$ cat src/rtl/riscv_pkg.sv
// Shared types and constants for the RISC-V fetch slice.
package riscv_pkg;

  localparam int XLEN = 32;
  localparam logic [XLEN-1:0] NOP_INST = 32'h0000_0013;

  // Sequencer states of the IF stage.
  typedef enum logic [1:0] {
    BOOT = 2'd0,
    REQ  = 2'd1,
    DROP = 2'd2,
    HOLD = 2'd3
  } fetch_state_t;

  // Sources of the next program counter.
  typedef enum logic [1:0] {
    PC_HOLD     = 2'd0,
    PC_INC      = 2'd1,
    PC_REDIRECT = 2'd2,
    PC_TRAP     = 2'd3
  } pc_sel_t;

endpackage

$ cat src/rtl/if_pc_sel.sv
// Combinational next-PC mux: hold, sequential +4, redirect target or trap vector.
// Redirect targets are always word-aligned here; misaligned targets are
// steered to PC_TRAP by the caller when trapping is enabled.
module if_pc_sel import riscv_pkg::*; #(
  parameter logic [XLEN-1:0] TRAP_VECTOR = 32'h0000_0100
) (
  input  logic [1:0]      i_sel,
  input  logic [XLEN-1:0] i_pc,
  input  logic [XLEN-1:0] i_redirect_pc,
  output logic [XLEN-1:0] o_pc_next,
  output logic [XLEN-1:0] o_pc_inc
);

  // Sequential successor; wraps modulo 2^32.
  assign o_pc_inc = i_pc + 32'd4;

  // Select the next PC from the requested source.
  always_comb begin
    o_pc_next = i_pc;
    case (pc_sel_t'(i_sel))
      PC_HOLD:     o_pc_next = i_pc;
      PC_INC:      o_pc_next = o_pc_inc;
      PC_REDIRECT: o_pc_next = i_redirect_pc & ~32'd3;
      PC_TRAP:     o_pc_next = TRAP_VECTOR;
      default:     o_pc_next = i_pc;
    endcase
  end

endmodule

$ cat src/rtl/if_fetch_ctrl.sv
// IF-stage sequencer: owns the PC, runs the imem req/ack handshake, buffers one
// instruction during stalls and presents {pc, pc4, inst, valid} to IF/ID.
// Optional feature macro: FETCH_MISALIGN_TRAP_EN (misaligned redirect -> TRAP_VECTOR).
module if_fetch_ctrl import riscv_pkg::*; #(
  parameter logic [XLEN-1:0] RESET_VECTOR = 32'h0000_0200,
  parameter logic [XLEN-1:0] TRAP_VECTOR  = 32'h0000_0100
) (
  input  logic        clock,
  input  logic        reset,
  input  logic        stall_i,
  input  logic        redirect_valid,
  input  logic [31:0] redirect_pc,
  output logic        imem_req,
  output logic [31:0] imem_addr,
  input  logic        imem_ack,
  input  logic [31:0] imem_rdata,
  output logic        if_valid,
  output logic [31:0] if_pc,
  output logic [31:0] if_pc4,
  output logic [31:0] if_inst,
  output logic        fetch_misalign
);

  fetch_state_t r_state;
  logic [31:0]  r_pc;
  logic [31:0]  r_drop_addr;
  logic [31:0]  r_skid_pc;
  logic [31:0]  r_skid_inst;
  logic         r_if_valid;
  logic [31:0]  r_if_pc;
  logic [31:0]  r_if_pc4;
  logic [31:0]  r_if_inst;
  logic         r_misalign;

  logic         w_misalign;
  logic [1:0]   w_pc_sel;
  logic [31:0]  w_pc_next;
  logic [31:0]  w_pc_inc;

  // Decide where the PC goes next: redirect beats everything, ack in REQ advances.
  always_comb begin
    // NOTE: every always_comb output gets a default first so no path infers a latch.
    w_misalign = 1'b0;
    w_pc_sel   = PC_HOLD;
`ifdef FETCH_MISALIGN_TRAP_EN
    w_misalign = redirect_valid && (redirect_pc[1:0] != 2'b00);
`else
    w_misalign = 1'b0;
`endif
    if (redirect_valid)
      w_pc_sel = w_misalign ? PC_TRAP : PC_REDIRECT;
    else if ((r_state == REQ) && imem_ack)
      w_pc_sel = PC_INC;
  end

  if_pc_sel #(.TRAP_VECTOR(TRAP_VECTOR)) u_pc_sel (
    .i_sel         (w_pc_sel),
    .i_pc          (r_pc),
    .i_redirect_pc (redirect_pc),
    .o_pc_next     (w_pc_next),
    .o_pc_inc      (w_pc_inc)
  );

  // DROP keeps presenting the pre-redirect address until its ack arrives.
  assign imem_req       = (r_state == REQ) || (r_state == DROP);
  assign imem_addr      = (r_state == DROP) ? r_drop_addr : r_pc;
  assign if_valid       = r_if_valid;
  assign if_pc          = r_if_pc;
  assign if_pc4         = r_if_pc4;
  assign if_inst        = r_if_inst;
  assign fetch_misalign = r_misalign;

  // Fetch FSM with skid buffer and registered IF/ID outputs.
  always_ff @(posedge clock or negedge reset) begin
    if (!reset) begin
      r_state     <= BOOT;
      r_pc        <= RESET_VECTOR;
      r_drop_addr <= '0;
      // NOTE: the skid register is reset too, so it never holds X even though it is only read after a write.
      r_skid_pc   <= '0;
      r_skid_inst <= NOP_INST;
      r_if_valid  <= 1'b0;
      r_if_pc     <= '0;
      r_if_pc4    <= 32'd4;
      r_if_inst   <= NOP_INST;
      r_misalign  <= 1'b0;
    end else begin
      // NOTE: sequential state uses non-blocking assignments so every register samples pre-edge values.
      r_pc       <= w_pc_next;
      r_misalign <= w_misalign;
      if (redirect_valid) begin
        // Flush: drop whatever was presented or buffered; ack data this cycle is discarded.
        r_if_valid  <= 1'b0;
        r_if_inst   <= NOP_INST;
        r_skid_inst <= NOP_INST;
        case (r_state)
          REQ: begin
            if (!imem_ack) begin
              r_state     <= DROP;
              r_drop_addr <= r_pc;
            end
          end
          DROP: begin
            if (imem_ack) r_state <= REQ;
          end
          default: r_state <= REQ;
        endcase
      end else begin
        case (r_state)
          BOOT: r_state <= REQ;
          REQ: begin
            if (imem_ack && !stall_i) begin
              r_if_valid <= 1'b1;
              r_if_pc    <= r_pc;
              r_if_pc4   <= w_pc_inc;
              r_if_inst  <= imem_rdata;
            end else if (imem_ack) begin
              r_skid_pc   <= r_pc;
              r_skid_inst <= imem_rdata;
              r_state     <= HOLD;
            end else if (!stall_i) begin
              r_if_valid <= 1'b0;
              r_if_inst  <= NOP_INST;
            end
          end
          HOLD: begin
            if (!stall_i) begin
              r_if_valid <= 1'b1;
              r_if_pc    <= r_skid_pc;
              r_if_pc4   <= r_skid_pc + 32'd4;
              r_if_inst  <= r_skid_inst;
              r_state    <= REQ;
            end
          end
          DROP: begin
            if (imem_ack) r_state <= REQ;
          end
          default: r_state <= BOOT;
        endcase
      end
    end
  end

endmodule

$ cat config.mk
export PLATFORM = sky130hd
export DESIGN_NAME = if_fetch_ctrl
export DESIGN_NICKNAME = d
export VERILOG_FILES = /design/src/rtl/riscv_pkg.sv /design/src/rtl/if_pc_sel.sv /design/src/rtl/if_fetch_ctrl.sv
export SDC_FILE = /design/constraint.sdc
export NUM_CORES = 1
export LEC_CHECK = 0
export ABC_AREA = 1
export CORE_MARGIN = 2
export CORE_UTILIZATION = 35
export DETAILED_ROUTE_END_ITERATION = 8
export SETUP_SLACK_MARGIN = 0.4
export SYNTH_ARGS = -nofsm -noshare
export SYNTH_HDL_FRONTEND = slang
export SYNTH_SLANG_ARGS = --single-unit
$ cat constraint.sdc
create_clock -name clock -period 2 [get_ports clock]
set_input_delay 0.5 -clock clock [delete_from_list [all_inputs] [get_ports clock]]
set_output_delay 0.5 -clock clock [all_outputs]
set_load 0.01 [all_outputs]
Word-level counts from Yosys, hierarchy flattened

Cells that the tools add are included.
Widths: inputs -> output; s select.

Reductions and logical operators: 16
Multiplexer cells: 34
Add/subtract/negate cells: 2
Bitwise operators: 3
Equal/unequal tests: 15

Operator list:

| kind                  | count |
|---|---|
| $mux 32               | 14 |
| $pmux 32 s2           | 3 |
| $pmux 32 s3           | 1 |
| $add 32x3->32 const B | 2 |
| $reduce_and 4->1      | 4 |
| $mux 2                | 7 |
| $ne 3x3->1 const B    | 4 |
| $eq 2x2->1 const B    | 4 |
| $ne 4x3->1 const B    | 2 |
| $pmux 2 s4            | 1 |
| $mux 1                | 6 |
| $reduce_and 3->1      | 2 |
| $reduce_bool 2->1     | 3 |
| $eq 2x1->1 const B    | 2 |
| $logic_not 2->1       | 2 |
| $ne 2x2->1 const B    | 2 |
| $pmux 2 s2            | 1 |
| $not 1->1             | 3 |
| $reduce_bool 3->1     | 1 |
| $logic_and 1x1->1     | 2 |
| $ne 2x1->1 const B    | 1 |
| $pmux 1 s2            | 1 |
| $logic_not 1->1       | 1 |
| $logic_or 1x1->1      | 1 |

Word-level logic and storage cells: 79
Flip-flop bits (word level): 227
Input port bits: 69

Longest topological paths before layout

Word-level depth: 6
Gate-level depth with buffers: 12
Mapped depth without buffers: 12

Hierarchy

Synthesis repeated with hierarchy kept, for this count alone.

Cell total of the unflattened synthesis: 1588
Area total of the unflattened synthesis: 11935.2 µm²

Modules (own cells, without submodules):

| module        | instances | area an instance (µm²) | cells an instance |
|---|---|---|---|
| if_fetch_ctrl | 1         | 10308.6                | 1237 |
| if_pc_sel     | 1         | 1626.6                 | 351 |

Worst setup path before layout

No wires, ideal clock.

Path kind: flip-flop to output port
From: register r_state[0]
To: output imem_addr[10]
Stages on the path, launching flop included: 7
Required time: 1500 ps
Path slack: 210 ps
Data arrival time: 1290 ps
Path through: dfrtp_1 > inv_1 > ha_1 > clkbuf_1 > clkbuf_1 > nand2_1 > o21ai_0

Longest elaborated chain between the ends: 2

RTL lines:

| item                   | line                 | source |
|---|---|---|
| from (decl)            | if_fetch_ctrl.sv:24  | `fetch_state_t r_state;` |
| from (signal assigned) | if_fetch_ctrl.sv:76  | `r_state <= BOOT;` |
| from (signal assigned) | if_fetch_ctrl.sv:99  | `r_state <= DROP;` |
| from (signal assigned) | if_fetch_ctrl.sv:104 | `if (imem_ack) r_state <= REQ;` |
| $eq 2x2->1             | if_fetch_ctrl.sv:66  | `assign imem_addr = (r_state == DROP) ? r_drop_addr : r_pc;` |
| $mux 32                | if_fetch_ctrl.sv:66  |  |
| to (decl)              | if_fetch_ctrl.sv:14  | `output logic [31:0] imem_addr,` |

Every way passes these cells.

Final worst setup path

From: register r_state[1]
To: output imem_addr[15]

The elaborated chain is that of the path after synthesis.

==> metrics.log <==
[metrics] TritonCTS clock tree: yes
[metrics] DR WL/cell: 19.22 microns
[metrics] final-report max-slew violation count: 0
[metrics] number of CTS-inserted buffers: 26
[metrics] synthesized area per cell: 7.549 sq um
[metrics] placed instance count: 2085
[metrics] Setup violations, final: 30
[metrics] maximum buffer depth of the clock tree: 3
[metrics] worst-case register-to-register setup slack: 0.01 ns
[metrics] count of different cell masters after synthesis: 31
[metrics] routed metal-1 wire length: 18070 microns
[metrics] synthesized netlist cell count: 1469
[metrics] Congestion Overflow GR: 0
[metrics] critical path launch point: r_state[1]$_DFFE_PN0P_
[metrics] worst hold margin: 0.4383 ns
[metrics] post-detailed-route DRC marker count: 0
[metrics] vias: 11.61k
[metrics] placeable core area: 31390 sq um
[metrics] layout overhead on the synthesized area: 51.55%
[metrics] metal2 WL: 20190 microns
[metrics] reg-to-reg startpoint: r_state[1]$_DFFE_PN0P_
[metrics] P per Cell Area: 1282 nW/um^2
[metrics] category of the critical setup timing path: reg -> out
[metrics] max-cap violations: 0
[metrics] total of flip-flops plus latches after synthesis: 217
[metrics] via count of the first global-routing pass: 11.38k
[metrics] global-route wire length before repair: 63210 microns
[metrics] count of input and output buffers: 190
[metrics] violated checks: negative setup slack
[metrics] share of the core filled with cells: 0.5354
[metrics] post-synthesis instance area: 11090 sq um
[metrics] Post-DP HPWL: 26680 microns
[metrics] maximum clock skew at final layout: 0.01737 ns
[metrics] class of the most critical hold timing path: in -> async
[metrics] number of diodes: 0
[metrics] critical path's slowest cell: sky130_fd_sc_hd__dfrtp_1
[metrics] I/O pin count: 200
[metrics] highest ir drop seen on vdd: 0.0007210 V
[metrics] Top Layer Used: met4
[metrics] post-layout power: 21.54 mW
[metrics] sink count of the clock tree: 217
[metrics] Die Height: 182 microns
[metrics] maximum fanout encountered on the critical timing path: 5
[metrics] Worst Reg2Reg Path Length in Cells: 12
[metrics] antenna violations before repair: 1
[metrics] commonest non-fill, non-tap cells in the layout: sky130_fd_sc_hd__nand2_1, sky130_fd_sc_hd__dfrtp_1, sky130_fd_sc_hd__nor2_1
[metrics] Die ar.: 33120 sq um
[metrics] most frequent standard cell in the layout excluding fill and tap cells: sky130_fd_sc_hd__nand2_1
[metrics] initial drt markers: 962
[metrics] leakage component of the power: 7.800 nW
[metrics] reg2reg end: if_pc4[29]$_DFFE_PN0P_
[metrics] overall routed net length: 42510 microns
[metrics] initial core utilization: 0.3532
[metrics] H-tree levels: 1
[metrics] required time worst endpoint: 1.50 ns
[metrics] cell breakdown of the critical path: ha_4 -> buf_12 -> buf_16 -> buf_6 -> o21ai_2 -> buf_2
[metrics] number of placement rows: 65
[metrics] unrepaired setup endpoints after global routing: yes
[metrics] final number of hold-violating endpoints: 0
[metrics] Pre-Repair DR Iteration Count: 6
[metrics] endpoint class of the critical path: output port
[metrics] maximum number of pins on one net before global-route repair: 62
[metrics] clock-pin transition on the worst setup and hold timing paths: 0.06 ns
[metrics] layout cells sized above 1: 0.3122
[metrics] post-route non-filler standard cell count: 2212
[metrics] critical path startpoint category: flip-flop
[metrics] via density per instance: 5.250
[metrics] endpoint arrival time on the critical path: 1.82 ns
[metrics] destination of the critical timing path: imem_addr[15]
[metrics] length of routed met3 wiring: 2798 microns
[metrics] routability cong.: 0.8815
[metrics] DRT antenna net count: 0
[metrics] part of the Yosys area used for sequential elements: 0.4906
[metrics] Final Net Count: 1864
[metrics] post-route worst setup slack: -0.3210 ns
[metrics] run status: finished with violations
[metrics] peak per-stage delay on the critical path: 0.41 ns
[metrics] die boundary width: 182 microns
[metrics] CTS Root Cell: sky130_fd_sc_hd__clkbuf_16
[metrics] clock latency of the later-clocked register in the worst-skew pair: 0.55 ns
[metrics] FMAX: 430.9 MHz
[metrics] Synth warnings: 0
[metrics] gr usage total: 0.2410
[metrics] post-layout min period: 2.321 ns
[metrics] period utilization: 1.160
## synth_stat cells
cell	number	area share
sky130_fd_sc_hd__o21ai_1	13	0.0059
sky130_fd_sc_hd__clkbuf_1	53	0.018
sky130_fd_sc_hd__buf_4	12	0.0081
sky130_fd_sc_hd__dfstp_2	8	0.019
sky130_fd_sc_hd__nand3_2	1	0.00090
sky130_fd_sc_hd__buf_1	5	0.0017
sky130_fd_sc_hd__nand4_1	4	0.0023
sky130_fd_sc_hd__clkinv_1	1	0.00034
sky130_fd_sc_hd__nor2_2	8	0.0045
sky130_fd_sc_hd__nor2_4	2	0.0020
sky130_fd_sc_hd__a31oi_1	34	0.019
sky130_fd_sc_hd__nor2_1	167	0.057
sky130_fd_sc_hd__and2_1	4	0.0023
sky130_fd_sc_hd__o221ai_1	6	0.0047
sky130_fd_sc_hd__ha_1	5	0.0056
sky130_fd_sc_hd__inv_1	77	0.026
sky130_fd_sc_hd__o211ai_1	28	0.019
sky130_fd_sc_hd__inv_2	4	0.0014
sky130_fd_sc_hd__o21ai_0	153	0.069
sky130_fd_sc_hd__a21oi_1	64	0.029
sky130_fd_sc_hd__conb_1	1	0.00034
sky130_fd_sc_hd__nand2_2	2	0.0011
sky130_fd_sc_hd__xnor2_1	8	0.0063
sky130_fd_sc_hd__nand3_1	81	0.037
sky130_fd_sc_hd__xor2_1	18	0.014
sky130_fd_sc_hd__dfrtp_1	209	0.47
sky130_fd_sc_hd__nand2_1	478	0.16
sky130_fd_sc_hd__o311ai_0	1	0.00079
sky130_fd_sc_hd__nand3b_1	6	0.0041
sky130_fd_sc_hd__buf_2	14	0.0063
sky130_fd_sc_hd__o22a_1	2	0.0016
## report_power, final
| part | switching, mW | internal (mW) | leakage [nW] |
|---|---|---|---|
| clock network | 1.99 | 2.71 | 0.412 |
| logic | 5.10 | 4.31 | 4.66 |
| registers | 1.47 | 5.97 | 2.72 |
## flip-flops by register name, indices dropped and copies added (netlist names)
signal,cells
r_skid_pc,30
r_skid_inst,32
if_inst,32
if_pc,30
r_drop_addr,30
r_state,2
if_pc4,30
r_pc,30
if_valid,1
## area by class of cell
class / count / area, sq um
Timing Repair Buffer: 370 / 3761
Multi-Input combinational cell: 1092 / 5884
Fill cell: 2946 / 14590
Inverter: 82 / 350.3
Clock inverter: 5 / 52.55
Sequential cell: 217 / 5444
Clock buffer: 43 / 794.5
Timing Repair inverter: 1 / 16.27
Tap cell: 402 / 503.0
## worst max-delay path, delay by kind of cell (launching register included)
kind / cells / cell delay, ns
AOI/OAI and AO/OA: 1 / 0.10
adders and majority gates: 1 / 0.22
buffers and inverters: 4 / 0.54
DFF: 1 / 0.41
## repair_timing
| action | in CTS | in global routing |
|---|---|---|
| hold buffers | 1 | 0 |
| buffers inserted | 33 | 15 |
| setup endpoints to repair | 309 | 317 |
| pin swaps | 46 | 42 |
| resized for setup | 714 | 150 |
| cloned | 13 | 17 |
| hold endpoints to repair | 41 | 0 |
## layer usage
metal  up-vias  GRT usage
li1       5456          -
met1      5629     0.3220
met2       444     0.3966
met3        83    0.03871
met4         0    0.08645
met5         -          0
## kinds of logic (layout without fill, tap and decap cells)
| kind of cell | count (synthesis) | after routing | synth area share |
|---|---|---|---|
| and+or+nand+nor | 753 | 753 | 0.2720 |
| AOI/OAI and AO/OA | 301 | 301 | 0.1490 |
| DFF | 217 | 217 | 0.4906 |
| buffers and inverters | 166 | 501 | 0.06183 |
| xor gates and xnor gates | 26 | 26 | 0.02053 |
| adders and majority gates | 5 | 5 | 0.005641 |
| other | 1 | 7 | 0.0003382 |
## worst min path at each step
stage                      from                         end  slack [ns]  cells past startpoint
final                     reset  r_drop_addr[4]$_DFFE_PN0P_        0.44                      2
after global routing      reset  r_drop_addr[4]$_DFFE_PN0P_        0.46                      2
after CTS                 reset  r_drop_addr[5]$_DFFE_PN0P_        0.45                      2
after detailed placement  reset  r_drop_addr[5]$_DFFE_PN0P_        0.44                      1
after global placement    reset  r_drop_addr[4]$_DFFE_PN0P_        0.44                      1
after floorplan           reset     if_inst[10]$_DFFE_PN0P_        0.20                      0
## through the flow
step / setup slack, ns / setup TNS, ns / instance area (sq um)
floorplan: 0.3896 / 0 / 11310
global placement: -0.1875 / -8.642 / 14230
detailed placement: -0.1910 / -9.396 / 14230
CTS: -0.3245 / -7.832 / 15850
global route: -0.3625 / -10.35 / 16810
finish: -0.3210 / -7.807 / 16810
Note: power is estimated with default switching activity, not from simulation.
